===== config.mk =====
export PLATFORM = sky130hd
export DESIGN_NAME = bcd_time_counter
export DESIGN_NICKNAME = d
export VERILOG_FILES = /design/src/rtl/clock_pkg.sv /design/src/rtl/bcd_mod_counter.sv /design/src/rtl/bcd_time_counter.sv
export SDC_FILE = /design/constraint.sdc
export NUM_CORES = 1
export LEC_CHECK = 0
export BUFFER_PORTS_ARGS = -buffer_cell sky130_fd_sc_hd__buf_2
export CELL_PAD_IN_SITES_DETAIL_PLACEMENT = 1
export CELL_PAD_IN_SITES_GLOBAL_PLACEMENT = 1
export CORE_UTILIZATION = 39
export CTS_CLUSTER_DIAMETER = 200
export DETAILED_ROUTE_END_ITERATION = 16
export PLACE_DENSITY = 0.72
export REMOVE_ABC_BUFFERS = 1
export SLEW_MARGIN = 25
export SYNTH_ARGS = -nofsm -noshare
export SYNTH_HDL_FRONTEND = slang
export SYNTH_SLANG_ARGS = --single-unit

===== constraint.sdc =====
create_clock -name clk_1kHz -period 2 [get_ports clk_1kHz]
set_clock_uncertainty 0.2 [all_clocks]
set_input_delay 0.3 -clock clk_1kHz [delete_from_list [all_inputs] [get_ports clk_1kHz]]
set_output_delay 0.3 -clock clk_1kHz [all_outputs]
set_load 0.02 [all_outputs]

===== src/rtl/clock_pkg.sv =====
// Shared definitions for the BCD timekeeping core.
//   bcd_t       : one packed BCD digit
//   SEC_MAX_H   : seconds tens-digit maximum
//   MIN_MAX_H   : minutes tens-digit maximum
//   HOUR24_MAX  : last hour value in the 24-hour build (packed BCD)
//   HOUR12_MAX  : last hour value in the 12-hour build (packed BCD)
//   DIV_DEFAULT : default clk_1kHz cycles per second tick
package clock_pkg;

    typedef logic [3:0] bcd_t;

    localparam bcd_t       SEC_MAX_H   = 4'd5;
    localparam bcd_t       MIN_MAX_H   = 4'd5;
    localparam logic [7:0] HOUR24_MAX  = 8'h23;
    localparam logic [7:0] HOUR12_MAX  = 8'h12;
    localparam int         DIV_DEFAULT = 1000;

endpackage


===== src/rtl/bcd_mod_counter.sv =====
// Two-digit packed-BCD modulo counter used for seconds, minutes and hours.
// Ports:
//   clk, rst_n      : clock, asynchronous active-low reset (loads RST_VAL)
//   inc             : advance by one
//   clear           : force 00, wins over inc
//   max_val         : last value before wrapping (packed BCD)
//   wrap_val        : value loaded when inc is seen at max_val
//   cnt_h, cnt_l    : tens and units digits (registered)
//   wrap            : combinational carry, high when this inc wraps
import clock_pkg::*;

module bcd_mod_counter #(
    parameter logic [7:0] RST_VAL = 8'h00
) (
    input  logic       clk,
    input  logic       rst_n,
    input  logic       inc,
    input  logic       clear,
    input  logic [7:0] max_val,
    input  logic [7:0] wrap_val,
    output bcd_t       cnt_h,
    output bcd_t       cnt_l,
    output logic       wrap
);

    bcd_t cnt_h_q, cnt_h_d;
    bcd_t cnt_l_q, cnt_l_d;
    logic at_max;

    assign at_max = ({cnt_h_q, cnt_l_q} == max_val);
    assign wrap   = inc && !clear && at_max;

    always_comb begin
        cnt_h_d = cnt_h_q;
        cnt_l_d = cnt_l_q;
        if (clear) begin
            cnt_h_d = 4'd0;
            cnt_l_d = 4'd0;
        end else if (inc) begin
            if (at_max) begin
                cnt_h_d = wrap_val[7:4];
                cnt_l_d = wrap_val[3:0];
            end else if (cnt_l_q == 4'd9) begin
                cnt_h_d = cnt_h_q + 4'd1;
                cnt_l_d = 4'd0;
            end else begin
                cnt_l_d = cnt_l_q + 4'd1;
            end
        end
    end

    always_ff @(posedge clk or negedge rst_n) begin
        if (!rst_n) begin
            cnt_h_q <= RST_VAL[7:4];
            cnt_l_q <= RST_VAL[3:0];
        end else begin
            cnt_h_q <= cnt_h_d;
            cnt_l_q <= cnt_l_d;
        end
    end

    assign cnt_h = cnt_h_q;
    assign cnt_l = cnt_l_q;

endmodule


===== src/rtl/bcd_time_counter.sv =====
// Timekeeping core: divides clk_1kHz down to a 1 Hz tick and keeps
// hh:mm:ss as packed BCD digit pairs, with user adjust pulses.
// Build option: HOUR12_EN selects 12-hour mode (12,01..11) with pm flag;
// when undefined hours run 00..23 and pm is tied 0.
// Ports:
//   clk_1kHz, rst_n          : clock, asynchronous active-low reset
//   run_en                   : 1 = prescaler and seconds advance
//   adj_min, adj_hour        : single-cycle +1 pulses (minutes without carry)
//   clr_sec                  : seconds and prescaler to zero, beats the tick
//   h_cnt*, m_cnt*, s_cnt*   : BCD digits (tens H, units L)
//   sec_tick                 : one-cycle pulse coincident with new seconds
//   pm                       : afternoon flag (12-hour build only)
import clock_pkg::*;

module bcd_time_counter #(
    parameter int DIV = DIV_DEFAULT
) (
    input  logic       clk_1kHz,
    input  logic       rst_n,
    input  logic       run_en,
    input  logic       adj_min,
    input  logic       adj_hour,
    input  logic       clr_sec,
    output logic [3:0] h_cntH,
    output logic [3:0] h_cntL,
    output logic [3:0] m_cntH,
    output logic [3:0] m_cntL,
    output logic [3:0] s_cntH,
    output logic [3:0] s_cntL,
    output logic       sec_tick,
    output logic       pm
);

    localparam int             PW       = (DIV > 1) ? $clog2(DIV) : 1;
    localparam logic [PW-1:0]  PRE_LAST = PW'(DIV - 1);
    localparam logic [7:0]     SEC_MAX  = {SEC_MAX_H, 4'd9};
    localparam logic [7:0]     MIN_MAX  = {MIN_MAX_H, 4'd9};
`ifdef HOUR12_EN
    localparam logic [7:0]     HOUR_MAX  = HOUR12_MAX;
    localparam logic [7:0]     HOUR_WRAP = 8'h01;
    localparam logic [7:0]     HOUR_RST  = 8'h12;
`else
    localparam logic [7:0]     HOUR_MAX  = HOUR24_MAX;
    localparam logic [7:0]     HOUR_WRAP = 8'h00;
    localparam logic [7:0]     HOUR_RST  = 8'h00;
`endif

    logic [PW-1:0] pre_q, pre_d;
    logic          sec_tick_q;
    logic          tick;
    logic          sec_inc;
    logic          sec_wrap;
    logic          min_inc;
    logic          min_wrap;
    logic          hour_inc;
    logic          hour_wrap_unused;

    assign tick = run_en && (pre_q == PRE_LAST);

    always_comb begin
        pre_d = pre_q;
        if (clr_sec) begin
            pre_d = '0;
        end else if (run_en) begin
            pre_d = tick ? '0 : pre_q + 1'b1;
        end
    end

    // clr_sec suppresses the tick, so no seconds advance or minute carry.
    assign sec_inc  = tick && !clr_sec;
    // A coincident adj_min and seconds carry still count as one increment.
    assign min_inc  = sec_wrap || adj_min;
    // min_wrap also fires for a lone adj_min wrap, which must not reach hours.
    assign hour_inc = (min_wrap && sec_wrap) || adj_hour;

    always_ff @(posedge clk_1kHz or negedge rst_n) begin
        if (!rst_n) begin
            pre_q      <= '0;
            sec_tick_q <= 1'b0;
        end else begin
            pre_q      <= pre_d;
            sec_tick_q <= sec_inc;
        end
    end

    assign sec_tick = sec_tick_q;

    bcd_mod_counter #(.RST_VAL(8'h00)) u_sec (
        .clk      (clk_1kHz),
        .rst_n    (rst_n),
        .inc      (sec_inc),
        .clear    (clr_sec),
        .max_val  (SEC_MAX),
        .wrap_val (8'h00),
        .cnt_h    (s_cntH),
        .cnt_l    (s_cntL),
        .wrap     (sec_wrap)
    );

    bcd_mod_counter #(.RST_VAL(8'h00)) u_min (
        .clk      (clk_1kHz),
        .rst_n    (rst_n),
        .inc      (min_inc),
        .clear    (1'b0),
        .max_val  (MIN_MAX),
        .wrap_val (8'h00),
        .cnt_h    (m_cntH),
        .cnt_l    (m_cntL),
        .wrap     (min_wrap)
    );

    bcd_mod_counter #(.RST_VAL(HOUR_RST)) u_hour (
        .clk      (clk_1kHz),
        .rst_n    (rst_n),
        .inc      (hour_inc),
        .clear    (1'b0),
        .max_val  (HOUR_MAX),
        .wrap_val (HOUR_WRAP),
        .cnt_h    (h_cntH),
        .cnt_l    (h_cntL),
        .wrap     (hour_wrap_unused)
    );

`ifdef HOUR12_EN
    logic pm_q, pm_d;

    // Any hour increment out of 11 lands on 12 and flips the half-day.
    assign pm_d = pm_q ^ (hour_inc && ({h_cntH, h_cntL} == 8'h11));

    always_ff @(posedge clk_1kHz or negedge rst_n) begin
        if (!rst_n) begin
            pm_q <= 1'b0;
        end else begin
            pm_q <= pm_d;
        end
    end

    assign pm = pm_q;
`else
    assign pm = 1'b0;
`endif

endmodule


==> qor.yml, run 1 <==
h-tree-depth: 2
finalCritPeriodShare_pct: 104
cts_tree: "done"
power_frac_seq_pct: 39.3
cap_violations: 0
grt.met3_usage_pct: 4.42
fp.dieH_um: 73.1
nFillCells: 544
synth_area_leaders: "dfrtp_1, ha_1, nor2_1, o21ai_0, xor2_1"
wl_per_cell_um: 15.9
rows: 25
first_pass_iters: 4
setup-tns-final_ns: -0.360
switching_share_pct: 40.3
critical_path_required_ns: 2.00
synthArstFlopShare_pct: 100
antenna_cells: 0
cp-start-kind: "flop"
peakVddDrop_v: 0.000678
yosysTopAreaCellShare_pct: 44.4
hold_violations: 0
netlist_area_mm2: 0.00197
regArea_um2: 876
ys_seq_area_share_pct: 44.4
grt.total_usage_pct: 21.4
outcome: "finished with violations"
grt_util_met1_pct: 26.5
synthCells: 200
yosysMostFrequentCell: "dfrtp_1"
clkLatencyLatePin_ns: 0.29
ant_nets: 0
area_growth_pct: 43.0
hp-class: "in2reg"
violations: "negative setup slack"
critPathMaxFanout: 7
dp_slack_ns: -0.237
antenna_found_initial: 0
cts-root-buf: "clkbuf_8"
design.core.area_mm2: 0.00479
arrival_ns: 2.07
grt_pass1_wl_um: 8660
numCtsBuffers: 5
final_max_slew_viol_count: 0
powerDensity_mw_per_mm2: 921
clk_pin_slew_ns: 0.07
layout-drive-gt1-share_pct: 43.2
internal_power_mw: 1.55
top_usage_layer: "met2"
vias: 1776
max_clock_freq_mhz: 482
whs_ns: 0.181
synthFlopType: "dfrtp_1"
io_buffers: 30
via_per_inst: 5.12
drcViolationCount: 0
grt_max_degree: 36
nNetsFinal: 298
power.switching_mw: 1.05
clock_sinks: 35
end_kind: "flop"
die_w_um: 73.1
setup_viol: 15
min_period_ns: 2.07
hpwl_um: 3740
yosysTopAreaCell: "dfrtp_1"
grt_overflow: 0
synth_warnings: 0
gp_congestion: 0.782
max-clock-path-buffers: 2
grt_pass1_vias: 1834
synth_edf_count: 0
synth-seq-cells: 35
routed_wl_um: 5500
rsz0062_at_grt: "true"
fin_ws_ns: -0.0738
multi_input_area_mm2: 0.00119
path_class: "reg2reg"
synth_common_cells: "dfrtp_1, nor2_1, o21ai_0"
power.leakage_nw: 1.36
met2_usage_pct: 36.8
clkPwrFrac_pct: 19.0
initial_utilization_pct: 41.2
ys_types: 46
boundaryPins: 32
avgSynthCellArea_um2: 9.86
drt_iter0_drc: 40
die-area_mm2: 0.00534
p_comb_share_pct: 41.7
## per-layer routing
layer	vias to the layer above	part of all wire, %
met1	883	44
met4	0	1.6
met2	38	52
met3	11	2.7
li1	844	-
met5	-	0
## placed cells by master (no fill, tap or decap), types with 6 or more instances in the layout
| cell | n |
|---|---|
| nand2_1 | 12 |
| nor2_1 | 25 |
| o21ai_0 | 6 |
| ha_1 | 10 |
| buf_4 | 40 |
| dfrtp_1 | 35 |
| xor2_1 | 6 |
| buf_6 | 6 |
| nand3_1 | 7 |
| inv_1 | 9 |
| buf_2 | 30 |
| a21oi_1 | 6 |
| o21ai_1 | 7 |
## sequential cells by signal (all words and copies together) (netlist names)
name and flops:
u_sec.cnt_h 4, pre_q 10, u_sec.cnt_l 4, u_hour.cnt_l 4, u_hour.cnt_h 4, sec_tick 1
u_min.cnt_h 4, u_min.cnt_l 4
## cell families after synthesis
group,Yosys count,synth area share [%]
flops,35,44.4
xor+xnor,10,4.44
other cells,1,0.190
fa+ha+maj,13,8.25
compound gates,34,11.1
simple gates,83,24.0
buf+inv,17,3.87
mux,7,3.74
## final timing paths
kind | depth (start not counted) | slack (ns) | startpoint | endpoint
max | 7 | -0.07 | pre_q[1] | u_sec.cnt_h[2]
min | 3 | 0.18 | clr_sec | u_sec.cnt_l[3]
max reg2reg | 7 | -0.07 | pre_q[1] | u_sec.cnt_h[2]
min reg2reg | 1 | 0.33 | u_min.cnt_h[2] | u_min.cnt_h[2]
max in group asynchronous | 3 | 1.10 | rst_n | pre_q[3]
min in group asynchronous | 3 | 0.30 | rst_n | u_min.cnt_h[0]
## cell type report
| class | instances | area share [%] |
|---|---|---|
| clock buffers | 7 | 2.71 |
| clock inverters | 1 | 0.178 |
| inverters | 11 | 1.46 |
| multi-input cells | 148 | 42.2 |
| flip-flops and latches | 35 | 31.1 |
| well taps | 67 | 2.97 |
| repair buffers | 78 | 19.4 |
## metrics by stage
step	std cells	cell area, um2	total power, mW	util [%]
after floorplan	194	1940	1.56	-
after global placement	324	2430	1.93	50.8
after detailed placement	324	2430	1.99	50.8
after CTS	340	2660	2.51	55.5
after global routing	347	2820	2.78	58.9
final	347	2820	2.60	58.9
## repair_timing
action	CTS	global route
pin swaps	12	13
endpoints found under the setup margin	31	26
gates cloned	0	0
gates resized for setup	16	33
hold endpoints to repair	35	0
setup buffers	7	7
hold buffers	1	0
## power by group through the flow
| stage | Clock, mW | Sequential (mW) | Combinational, mW |
|---|---|---|---|
| 2_1_floorplan | 0 | 1.21 | 0.351 |
| 3_3_place_gp | 0 | 1.01 | 0.923 |
| 3_5_place_dp | 0 | 1.02 | 0.965 |
| 4_1_cts | 0.506 | 1.01 | 0.990 |
| 5_1_grt | 0.543 | 1.05 | 1.19 |
| 6_report | 0.492 | 1.02 | 1.08 |
## worst max-delay path: stages (launching register included)
cell,delay [ns]
dfrtp_1,0.39
ha_4,0.17
nand4_4,0.10
or4_4,0.57
buf_6,0.15
nor3_2,0.15
a21oi_1,0.07
o32ai_2,0.19
Note: power is estimated with default switching activity, not from simulation.
==> run 2, diff against run 1 <==
--- a/config.mk
+++ b/config.mk
@@ -11,7 +11,7 @@
 export CORE_UTILIZATION = 39
 export CTS_CLUSTER_DIAMETER = 200
 export DETAILED_ROUTE_END_ITERATION = 16
-export PLACE_DENSITY = 0.72
+export PLACE_DENSITY_LB_ADDON = 0.1
 export REMOVE_ABC_BUFFERS = 1
 export SLEW_MARGIN = 25
 export SYNTH_ARGS = -nofsm -noshare
==> run 2 against run 1 <==
Clock power is 4% higher. First-iteration DRC count stayed put. Die area stayed put. Global-route usage is 0.40 points lower. Utilization is 1.7 points lower. Final cell count is 2.6% lower. Via count is 3.7% lower. Largest power group is now registers. Cell area is 2.9% lower. Critical path type unchanged. Sequential cell count stayed put. Critical endpoint is now pre_q[4]. Clock-buffer cell count is 1 lower. The run still ends with negative setup slack left.
==> qor.yml, run 2 (same netlist as run 1, synthesis figures left out) <==
boundaryPins: 32  # unchanged
power.leakage_nw: 1.29  # -5.0%
regArea_um2: 876  # unchanged
die_w_um: 73.1  # unchanged
path_cells: "nand4_1 -> buf_4 -> or4_4 -> or2b_4 -> buf_8 -> nor2_2"
initial_utilization_pct: 41.2  # unchanged
internal_power_mw: 1.50  # -3.1%
cts_tree: "done"
ant_nets: 0  # unchanged
grt_overflow: 0  # unchanged
antenna_cells: 0  # unchanged
cap_violations: 0  # unchanged
power.switching_mw: 1.01  # -3.2%
antenna_found_initial: 0  # unchanged
largest-register: "pre_q"
path_buf_inv: 2  # +1
hp-class: "in2reg"
final_max_slew_viol_count: 0  # unchanged
nFillCells: 538  # -1.1%
design.core.area_mm2: 0.00479  # unchanged
io_buffers: 30  # unchanged
cpLargestDelayFamily: "simple AND/OR/NAND/NOR gates"
multi_input_area_mm2: 0.00118  # -0.42%
grt_pass1_vias: 1714  # -6.5%
cts-root-buf: "clkbuf_8"
first_pass_iters: 4  # unchanged
outcome: "finished with violations"
clock_sinks: 35  # unchanged
finalCritPeriodShare_pct: 101  # -2.4 points
max-clock-path-buffers: 2  # unchanged
clk_pin_slew_ns: 0.08  # about the same
p_comb_share_pct: 38.7  # -3.0 points
grt_pass1_wl_um: 8470  # -2.1%
setup_viol: 9  # -6
finalInstanceArea_mm2: 0.00274  # -2.9%
drt_iter0_drc: 40  # unchanged
cp_slowest_cell: "or4_4"
power_frac_seq_pct: 41.0  # +1.7 points
nNetsFinal: 289  # -3.0%
rsz0062_at_grt: "true"
switching_share_pct: 40.2  # about the same
cp_slowest_stage_delay_ns: 0.49  # -0.08 ns
violations: "negative setup slack"
vias: 1711  # -3.7%
clkLatencyLatePin_ns: 0.29  # about the same
peakVddDrop_v: 0.000632  # -6.8%
final_cell_mix: "dfrtp_1, buf_4, buf_2"
h-tree-depth: 2  # unchanged
min_period_ns: 2.02  # -0.0488 ns
fp.dieH_um: 73.1  # unchanged
die-area_mm2: 0.00534  # unchanged
fin_ws_ns: -0.0249  # +0.0488 ns
critical_path_required_ns: 1.98  # -0.02 ns
hold_violations: 0  # unchanged
largest_register_ffs: 10  # unchanged
end_kind: "flop"
grt_max_degree: 36  # unchanged
layout-drive-gt1-share_pct: 41.3  # -1.9 points
arrival_ns: 2.00  # -0.07 ns
critPathMaxFanout: 6  # -1
clkPwrFrac_pct: 20.3  # +1.3 points
numCtsBuffers: 5  # unchanged
hpwl_um: 3620  # -3.3%
via_per_inst: 5.06  # -1.1%
gp_congestion: 0.809  # +3.5%
p_total_mw: 2.51  # -3.2%
rows: 25  # unchanged
powerDensity_mw_per_mm2: 918  # -0.28%
grt.total_usage_pct: 21.0  # -0.40 points
drcViolationCount: 0  # unchanged
rrSetupSlack_ns: -0.02  # +0.05 ns
path_class: "reg2reg"
final_common_cell: "dfrtp_1"
area_growth_pct: 38.8
dpl-instance-area_mm2: 0.00239  # -1.7%
routed_wl_um: 5150  # -6.5%
max_clock_freq_mhz: 494  # +2.4%
wl_per_cell_um: 15.2  # -4.0%
cp-start-kind: "flop"
[run 2: cell count changes in the layout (fill, tap and decap cells not counted), sizes merged]
cell | previous run | this run
buf | 77 | 68
clkinvlp | 0 | 1
clkbuf | 7 | 6
[run 2: path summary, 6_finish.rpt]
check,from,end,cells after the start
max reg2reg,pre_q[7],pre_q[4],6
max,pre_q[7],pre_q[4],6
min in group asynchronous,rst_n,u_min.cnt_h[1],3
min reg2reg,u_hour.cnt_h[3],u_hour.cnt_h[3],1
max in group asynchronous,rst_n,u_sec.cnt_l[2],3
min,adj_hour,u_hour.cnt_l[0],4
[run 2: metal layers]
| metal | up-vias | share of wire (%) | track usage [%] |
|---|---|---|---|
| met5 | - | 0 | 0 |
| met4 | 0 | 1.2 | 6.54 |
| met3 | 6 | 2.7 | 4.14 |
| met2 | 25 | 50 | 36.1 |
| met1 | 852 | 46 | 26.6 |
| li1 | 828 | - | - |
[run 2: tightest hold or removal path, cell delays in order]
cell and delay, ns:
buf_2 0.12, a41oi_4 0.06, nand2_1 0.07, o21ai_1 0.07
[run 2: area by class of cell]
cell class | count | area share, %
Sequential cell | 35 | 32.0
Clock inverter | 2 | 0.457
Inverter | 11 | 1.51
Clock buffer | 6 | 2.65
Tap cell | 67 | 3.06
Multi-Input combinational cell | 148 | 43.2
Timing Repair Buffer | 69 | 17.1
[run 2: power groups by stage]
stage	Combinational, mW	Clock, mW	Sequential, mW
3_5_place_dp	0.910	0	1.04
3_3_place_gp	0.863	0	1.02
4_1_cts	0.939	0.527	1.03
6_report	0.974	0.510	1.03
5_1_grt	1.08	0.561	1.06
2_1_floorplan	0.351	0	1.21
[run 2: stage by stage]
step	setup WS, ns	instances	setup TNS, ns	hold WS (ns)	util [%]
floorplan	-0.391	194	-1.79	-0.196	-
global placement	-0.0505	320	-0.104	0.164	49.9
detailed placement	-0.134	320	-1.09	0.171	49.9
CTS	-0.0423	332	-0.417	0.155	54.4
global route	-0.0925	338	-1.13	0.164	57.2
finish	-0.0249	338	-0.110	0.163	57.2
[run 2: repair_timing]
action	4_1_cts	5_1_grt
pin swaps	17	9
endpoints found under the hold margin	35	0
endpoints found under the setup margin	24	28
hold buffers	1	0
resized for setup	22	23
buffers inserted	3	6
==> run 3, diff against run 2 <==
--- a/config.mk
+++ b/config.mk
@@ -11,6 +11,7 @@
 export CORE_UTILIZATION = 39
 export CTS_CLUSTER_DIAMETER = 200
 export DETAILED_ROUTE_END_ITERATION = 16
+export GPL_ROUTABILITY_DRIVEN = 1
 export PLACE_DENSITY_LB_ADDON = 0.1
 export REMOVE_ABC_BUFFERS = 1
 export SLEW_MARGIN = 25
==> constraint.sdc (replaced) <==
create_clock -name clk_1kHz -period 2 [get_ports clk_1kHz]
set_clock_uncertainty 0.2 [all_clocks]
set_input_delay 0.4 -clock clk_1kHz [delete_from_list [all_inputs] [get_ports clk_1kHz]]
set_output_delay 0.4 -clock clk_1kHz [all_outputs]
set_load 0.02 [all_outputs]
==> run 3 against run 2 <==
The flow still finishes with violations (negative setup slack). Clock power up 4%. Utilization up 1.2 points. Register-to-register slack worse by 0.04 ns. Final cell count unchanged. Fmax down 2.0%. Via count up 1.5%. Sequential cell count unchanged. Clock-buffer cell count unchanged. Combinational power up 8%. Critical path type unchanged. Largest power group unchanged. Setup slack worse by 0.041 ns. Cell area up 2.1%. Power up 4.4%.
==> qor.yml, run 3 (same netlist as run 1, synthesis figures left out) <==
outcome: "finished with violations"
violations: "negative setup slack"
clk_pin_slew_ns: 0.08  # about the same
via_per_inst: 5.14  # +1.5%
power.switching_mw: 1.06  # +4.7%
setup_viol: 10  # +1
dp_slack_ns: -0.174  # -0.0399 ns
hp-class: "in2reg"
grt_max_degree: 21  # -42%
hold_violations: 0  # unchanged
drcViolationCount: 0  # unchanged
end_kind: "flop"
cp-start-kind: "flop"
antenna_found_initial: 0  # unchanged
vias: 1737  # +1.5%
max_clock_freq_mhz: 484  # -2.0%
gp_congestion: 0.824  # +1.9%
internal_power_mw: 1.57  # +4.2%
rows: 25  # unchanged
initial_utilization_pct: 41.2  # unchanged
boundaryPins: 32  # unchanged
path_buf_inv: 2  # unchanged
cp_slowest_stage_delay_ns: 0.40  # -0.09 ns
clkPwrFrac_pct: 20.2  # about the same
power.leakage_nw: 1.32  # +2.2%
largest-register: "pre_q"
first_pass_iters: 5  # +1
ant_nets: 0  # unchanged
p_comb_share_pct: 39.8  # +1.1 points
design.core.area_mm2: 0.00479  # unchanged
layout-drive-gt1-share_pct: 45.8  # +4.4 points
power_frac_seq_pct: 40.0  # -1.0 points
cts_tree: "done"
max-clock-path-buffers: 2  # unchanged
cp_slowest_cell: "dfrtp_1"
io_buffers: 30  # unchanged
numCtsBuffers: 5  # unchanged
cpLargestDelayFamily: "simple AND/OR/NAND/NOR gates"
peakVddDrop_v: 0.000619  # -2.0%
rsz0062_at_grt: "true"
critPathMaxFanout: 5  # -1
final_max_slew_viol_count: 0  # unchanged
nNetsFinal: 290  # +0.35%
arrival_ns: 2.03  # +0.03 ns
cts-root-buf: "clkbuf_8"
drt_iter0_drc: 72  # +80%
grt_pass1_vias: 1866  # +8.9%
fin_ws_ns: -0.0663  # -0.0414 ns
cap_violations: 0  # unchanged
fp.dieH_um: 73.1  # unchanged
clkLatencyLatePin_ns: 0.28  # about the same
hpwl_um: 3890  # +7.3%
switching_share_pct: 40.4  # +0.11 points
largest_register_ffs: 10  # unchanged
powerDensity_mw_per_mm2: 939  # +2.2%
clock_sinks: 35  # unchanged
path_class: "reg2reg"
routed_wl_um: 5510  # +7.1%
dpl-instance-area_mm2: 0.00240  # +0.52%
wl_per_cell_um: 16.3  # +7.1%
h-tree-depth: 2  # unchanged
grt_overflow: 0  # unchanged
critical_path_required_ns: 1.96  # -0.02 ns
setup-tns-final_ns: -0.220  # -0.110 ns
finalCritPeriodShare_pct: 103  # +2.1 points
die-area_mm2: 0.00534  # unchanged
antenna_cells: 0  # unchanged
area_growth_pct: 41.8
grt_pass1_wl_um: 8980  # +5.9%
final_cell_mix: "buf_4, dfrtp_1, buf_2"
grt.total_usage_pct: 22.4  # +1.4 points
min_period_ns: 2.07  # +0.0414 ns
path_cells: "inv_2 -> ha_4 -> nand3b_4 -> nor4_4 -> buf_4 -> a21oi_4 -> nor3_2 -> mux2_4"
die_w_um: 73.1  # unchanged
finalInstanceArea_mm2: 0.00280  # +2.1%
==> run 3: cell count changes in the layout (fill, tap and decap cells not counted), moves of 2 or more <==
cell and change:
o21ai_0 -5, o21ai_2 +3, nand2_1 -2, nor2_2 +2
o21ai_1 +2, o41ai_1 -2, o41ai_2 +2
==> run 3: final timing paths <==
kind	slack (ns)	cells after the start	end	startpoint
worst max-delay path	-0.07	8	u_min.cnt_h[3]	u_sec.cnt_l[1]
worst min-delay path	0.30	3	u_sec.cnt_l[3]	clr_sec
worst min register to register	0.33	1	u_hour.cnt_h[2]	u_hour.cnt_h[2]
min in group asynchronous	0.40	2	u_hour.cnt_h[1]	rst_n
worst max register to register	-0.07	8	u_min.cnt_h[3]	u_sec.cnt_l[1]
max in group asynchronous	0.75	3	u_sec.cnt_l[2]	rst_n
==> run 3: per-layer routing <==
layer | GRT usage, % | share of wire (%) | up-vias
li1 | - | - | 827
met1 | 25.8 | 43 | 880
met2 | 41.8 | 54 | 26
met3 | 4.70 | 2.1 | 4
met4 | 6.10 | 0.93 | 0
met5 | 0 | 0 | -
==> run 3: worst reg2reg max path, delay by kind of cell, from the launching register on <==
family                     cells  cell delay [ns]
DFF                            1             0.40
and+or+nand+nor                3             0.55
muxes                          1             0.33
adders and majority gates      1             0.14
AOI/OAI and AO/OA              1             0.07
buffers and inverters          2             0.26
==> run 3: power groups by stage <==
stage                     Sequential [mW]  Combinational [mW]  Clock (mW)
after detailed placement             1.04               0.922           0
after CTS                            1.03               0.944       0.542
after floorplan                      1.21               0.351           0
after global placement               1.02               0.868           0
after global routing                 1.08                1.15       0.570
final                                1.05                1.05       0.530
==> run 3: cell type report <==
class                      count  area [um2]
fill                         549        1990
multi-input combinational    148        1220
sequential                    35         877
timing repair buffer          70         480
tap                           67        83.8
clock buffer                   6        82.6
inverter                      11        41.3
clock inverter                 1        5.00
==> run 3: stage by stage <==
stage	hold WS [ns]	std cells	utilization (%)	total power, mW
2_1_floorplan	-0.0956	194	-	1.56
3_3_place_gp	0.146	320	50.2	1.89
3_5_place_dp	0.157	320	50.2	1.96
4_1_cts	0.293	334	54.2	2.52
5_1_grt	0.316	338	58.4	2.80
6_report	0.297	338	58.4	2.62
==> run 3: timing repair <==
item / in CTS / in global routing
setup buffers: 6 / 4
hold buffers: 1 / 0
endpoints found under the hold margin: 15 / 0
setup endpoints to repair: 22 / 31
pin swaps: 13 / 14
gates resized for setup: 13 / 47
